[src/rtl/fb_arb_pkg.sv]
// Shared types and constants for the frame-buffer write arbiter.
//   arb_state_t : arbiter FSM states
//   REQ_*       : requester index assignments
//   idx_w()     : width of an index into N requesters (at least 1 bit)
package fb_arb_pkg;

  typedef enum logic [1:0] {
    IDLE    = 2'd0,
    GRANT   = 2'd1,
    RELEASE = 2'd2
  } arb_state_t;

  localparam int REQ_FILL  = 0;
  localparam int REQ_LINE  = 1;
  localparam int REQ_CLEAR = 2;

  function automatic int idx_w(input int n);
    return (n > 1) ? $clog2(n) : 1;
  endfunction

endpackage

[src/rtl/rr_picker.sv]
// Round-robin picker: scans req starting at ptr, wrapping modulo N, and
// reports the first set request.
//   req    : request vector
//   ptr    : index given highest priority
//   onehot : one-hot winner (zero when nothing is requested)
//   idx    : winner index
//   any    : at least one request is set
module rr_picker
  import fb_arb_pkg::*;
#(
  parameter int N  = 3,
  parameter int IW = idx_w(N)
) (
  input  logic [N-1:0]  req,
  input  logic [IW-1:0] ptr,
  output logic [N-1:0]  onehot,
  output logic [IW-1:0] idx,
  output logic          any
);

  always_comb begin
    onehot = '0;
    idx    = '0;
    any    = 1'b0;
    for (int i = 0; i < N; i++) begin
      int          k;
      logic [IW-1:0] w_k;
      k = int'(ptr) + i;
      if (k >= N) k = k - N;
      w_k = IW'(k);
      if (!any && req[w_k]) begin
        any         = 1'b1;
        onehot[w_k] = 1'b1;
        idx         = w_k;
      end
    end
  end

endmodule

[src/rtl/fb_write_arbiter.sv]
// Frame-buffer SRAM write-port arbiter: round-robin burst grants with a
// per-beat ack that honours SRAM back-pressure and a forced release after
// MAX_BURST beats.
//   clk, n_rst            : clock, async active-low reset
//   req/req_last          : per-requester request level and last-beat marker
//   req_addr/req_wdata    : flattened per-requester address/data slices
//   gnt, busy             : registered grant and grant-active flag
//   ack                   : beat accepted this cycle (owner only)
//   mem_wen/addr/wdata    : SRAM write port, mem_ready is its back-pressure
//
// state   | meaning
// IDLE    | no owner; arbitrate among pending requests
// GRANT   | owner holds the port; beats complete on ack
// RELEASE | grant dropped; round-robin pointer moves past the owner
module fb_write_arbiter
  import fb_arb_pkg::*;
#(
  parameter int NUM_REQ   = 3,
  parameter int ADDR_W    = 16,
  parameter int DATA_W    = 8,
  parameter int MAX_BURST = 16
) (
  input  logic                        clk,
  input  logic                        n_rst,
  input  logic [NUM_REQ-1:0]          req,
  input  logic [NUM_REQ-1:0]          req_last,
  input  logic [NUM_REQ*ADDR_W-1:0]   req_addr,
  input  logic [NUM_REQ*DATA_W-1:0]   req_wdata,
  output logic [NUM_REQ-1:0]          gnt,
  output logic [NUM_REQ-1:0]          ack,
  output logic                        mem_wen,
  output logic [ADDR_W-1:0]           mem_addr,
  output logic [DATA_W-1:0]           mem_wdata,
  input  logic                        mem_ready,
  output logic                        busy
);

  localparam int IW = idx_w(NUM_REQ);
  localparam int BW = $clog2(MAX_BURST + 1);

  arb_state_t         r_state, w_state_nxt;
  logic [NUM_REQ-1:0] r_gnt;
  logic [IW-1:0]      r_owner, r_ptr, w_ptr_nxt;
  logic [BW-1:0]      r_beats, w_beats_inc;

  logic [NUM_REQ-1:0] w_pick_onehot;
  logic [IW-1:0]      w_pick_idx;
  logic               w_pick_any;
  logic               w_own_req, w_own_last, w_ack_any, w_release, w_in_grant;

  rr_picker #(.N(NUM_REQ), .IW(IW)) u_picker (
    .req    (req),
    .ptr    (r_ptr),
    .onehot (w_pick_onehot),
    .idx    (w_pick_idx),
    .any    (w_pick_any)
  );

  always_comb begin
    w_state_nxt = r_state;
    w_own_req   = req[r_owner];
    w_own_last  = req_last[r_owner];
    w_ack_any   = 1'b0;
    w_release   = 1'b0;
    w_beats_inc = r_beats + BW'(1);
    w_ptr_nxt   = (r_owner == IW'(NUM_REQ - 1)) ? '0 : r_owner + IW'(1);
    case (r_state)
      IDLE: if (w_pick_any) w_state_nxt = GRANT;
      GRANT: begin
        w_ack_any = w_own_req & mem_ready;
        // An abandoned request releases without writing; otherwise release
        // on the last beat or when the burst budget is used up.
        w_release = !w_own_req ||
                    (w_ack_any && (w_own_last || (w_beats_inc == BW'(MAX_BURST))));
        if (w_release) w_state_nxt = RELEASE;
      end
      RELEASE: w_state_nxt = IDLE;
      default: w_state_nxt = IDLE;
    endcase
  end

  assign w_in_grant = (r_state == GRANT);
  assign gnt        = r_gnt;
  assign busy       = w_in_grant;
  assign ack        = w_ack_any ? r_gnt : '0;
  assign mem_wen    = w_in_grant & w_own_req;
  assign mem_addr   = w_in_grant ? req_addr[int'(r_owner)*ADDR_W +: ADDR_W]   : '0;
  assign mem_wdata  = w_in_grant ? req_wdata[int'(r_owner)*DATA_W +: DATA_W] : '0;

  always_ff @(posedge clk or negedge n_rst) begin
    if (!n_rst) begin
      r_state <= IDLE;
      r_gnt   <= '0;
      r_owner <= '0;
      r_ptr   <= '0;
      r_beats <= '0;
    end else begin
      r_state <= w_state_nxt;
      case (r_state)
        IDLE: begin
          if (w_pick_any) begin
            r_gnt   <= w_pick_onehot;
            r_owner <= w_pick_idx;
            r_beats <= '0;
          end
        end
        GRANT: begin
          if (w_ack_any) r_beats <= w_beats_inc;
          if (w_release) r_gnt   <= '0;
        end
        RELEASE: begin
          r_ptr   <= w_ptr_nxt;
          r_beats <= '0;
        end
        default: r_gnt <= '0;
      endcase
    end
  end

endmodule

[config.mk]
export PLATFORM = sky130hd
export DESIGN_NAME = fb_write_arbiter
export DESIGN_NICKNAME = d
export VERILOG_FILES = /design/src/rtl/fb_arb_pkg.sv /design/src/rtl/rr_picker.sv /design/src/rtl/fb_write_arbiter.sv
export SDC_FILE = /design/constraint.sdc
export NUM_CORES = 1
export LEC_CHECK = 0
export CAP_MARGIN = 25
export CORE_ASPECT_RATIO = 0.7
export CORE_MARGIN = 1.5
export CORE_UTILIZATION = 25
export DETAILED_ROUTE_END_ITERATION = 10
export PLACE_DENSITY_LB_ADDON = 0.12
export SYNTH_ARGS = -nofsm -noshare
export SYNTH_HDL_FRONTEND = slang
export SYNTH_HIERARCHICAL = 1
export SYNTH_SLANG_ARGS = --single-unit
[constraint.sdc]
create_clock -name clk -period 2.5 [get_ports clk]
set_clock_uncertainty 0.15 [all_clocks]
set_input_delay 0.5 -clock clk [delete_from_list [all_inputs] [get_ports clk]]
set_output_delay 0.5 -clock clk [all_outputs]
set_load 0.02 [all_outputs]
==> reports/results.ini <==
[routing]
drcViolationCount = 0
wl_per_cell_microns = 13.8
via_per_inst = 4.69
drtIter0Drc = 64
detail-route-antenna-nets = 0
vias = 2136
drt_first_pass_iters = 4
wl_microns = 6280

[setup_path]
cp-start-kind = primary input
path_max_fanout = 4
required_ns = 1.85
crit_arrival_ns = 1.78
r2r_slack_ns = 0.17
crit_path_end_kind = output port
critPathKind = in2out

[sta]
relSlewSlack = 0.542
fin_crit_sh = 0.973
rsz0062_at_grt = no
min_period_ns = 2.43
fin_hold_ws_ns = 0.400
max_freq_ghz = 0.411
worst_pin_slew_ns = 0.685
setup_tns_ns = 0
finalSetupViolCount = 0
slew_violations = 0
hold_viol = 0

[global_route]
antenna_found_initial = 0
grt_usage = 0.161
grt_pass1_vias = 2013
grt_max_degree = 27
grt-ovfl-total = 0
grt_pass1_wl_microns = 9980

[power_and_ir_drop]
leakagePower_nw = 1.41
report.power.total_mw = 3.05
ir_drop_mv = 0.462
cellPowerDensity_nw_per_um2 = 958

[floorplan]
die-height_microns = 73.6
placementRows = 25
ios = 113
die_area_sq_um = 7640
initial_core_util = 0.261
core-area_sq_um = 6820
dieWidth_microns = 104

[cts]
cts_max_level = 1
cts_root_buf = clkbuf_8
cts_max_path_buffers = 2
clock_latency_ns = 0.25
path_clk_slew_ns = 0.06
tritoncts = yes
cts_sinks = 14
cts_hold_buf = 0
cts_buffers = 3

[synth]
syn_area_per_cell_sq_um = 7.58
yosysTopAreaCell = dfrtp_1
netlist_instances = 235
synth-edff-count = 0
syn-cell-area_sq_um = 1780
synthTopCellsByArea = dfrtp_1 20%, mux2i_1 18%, nor2_1 11%
ys.warnings.count = 6
ys_dominant_reg_cell = dfrtp_1
synth.distinct_cells = 44
ys_seq_area_frac = 0.197
synth_common_cells = 52 x nor2_1, 32 x mux2i_1, 31 x a21oi_1
async_flop_share = 1.00
synth_nets = 321
ys_ff_latch = 14
yosysMostFrequentCell = nor2_1
netlist.area_leader.share = 0.197

[finish]
final_nets = 448
instances_no_fill = 455
drive_gt1_frac = 0.169
syn_to_final_growth_pct = 78.8
diodes = 0

[place]
gp_congestion = 0.758
portBuffers = 112
dpl.hpwl_microns = 4850
dp.cells = 451

[flow_run]
cap_violations = 0

[outcome]
status = complete, no violations

[min_path]
hold_path_class = reg2reg

==> flip-flops by register name, indices dropped and copies added (netlist names) <==
name	count
r_beats	5
r_owner	2
gnt	3
r_ptr	2
r_state	2
==> path summary, 6_finish.rpt <==
kind                          start          to  depth (start not counted)
min in group asynchronous     n_rst      gnt[0]                          1
max in group asynchronous     n_rst    r_ptr[0]                          1
min reg2reg                r_ptr[0]    r_ptr[0]                          2
min                        r_ptr[0]    r_ptr[0]                          2
max reg2reg                r_ptr[1]  r_beats[2]                          9
max                          req[2]      ack[0]                          5
==> cells in the final DEF (no fill, tap or decap), types with 2 or more instances in the layout <==
master,netlist,layout
nand3b_1,6,6
or2_2,4,4
nor2b_2,0,2
nand2b_1,5,4
and2_1,3,3
buf_4,3,25
a21oi_1,31,31
clkdlybuf4s50_1,0,82
o21ai_0,6,6
o211ai_1,3,3
xor2_1,2,2
dfrtp_1,14,11
inv_1,6,6
mux2_2,4,4
nand2_1,12,12
buf_2,4,2
dfrtp_2,0,3
clkbuf_8,0,4
dlygate4sd2_1,0,25
ha_2,0,2
mux2i_1,32,32
nand3_1,6,6
nand4b_1,3,3
buf_12,0,2
ha_1,5,3
nor2_1,52,52
==> power breakdown <==
group	total [mW]	leakage (nW)	internal [mW]	switching, mW
clock	0.229	0.0288	0.140	0.0896
combinational	2.41	1.20	1.12	1.29
sequential	0.415	0.181	0.311	0.104
==> worst max-delay path, stage by stage <==
cell	delay, ns
clkdlybuf4s50_1	0.43
a211o_1	0.34
and3_4	0.20
and2_1	0.16
buf_4	0.15
==> cell families (layout without fill, tap and decap cells) <==
group	Yosys count	after routing	synth area share
simple gates	101	101	0.278
compound gates	54	54	0.190
fa+ha+maj	5	5	0.0351
buf+inv	22	148	0.0724
flops	14	14	0.197
xor+xnor	2	2	0.00984
mux	37	37	0.218
==> cell type report <==
class,count,area [sq um]
Timing Repair Buffer,138,1300
Fill cell,718,3630
Tap cell,94,118
Clock buffer,4,55.1
Inverter,6,22.5
Multi-Input combinational cell,199,1330
Sequential cell,14,354
==> layer usage <==
metal / track usage / wire length, microns / share of wire / vias up
li1: - / - / - / 1077
met2: 0.272 / 2990 / 0.48 / 60
met3: 0.0373 / 290 / 0.046 / 7
met5: 0 / 0 / 0 / -
met1: 0.214 / 2940 / 0.47 / 992
met4: 0.0293 / 53 / 0.0084 / 0
==> metrics by stage <==
step	area, sq um	util	worst slack (ns)
4_1_cts	3150	0.462	-0.00946
3_5_place_dp	3120	0.458	-0.392
5_1_grt	3180	0.467	0.0151
2_1_floorplan	1780	-	0.187
6_report	3180	0.467	0.0680
3_3_place_gp	3120	0.458	-0.382
==> what timing repair did <==
item                                    4_1_cts  5_1_grt
pin swaps                                     1        2
resized for setup                            48       11
buffers inserted                              0        0
endpoints found under the setup margin       29       13
hold endpoints to repair                      0        0
Power figures use the tool's default switching activity.
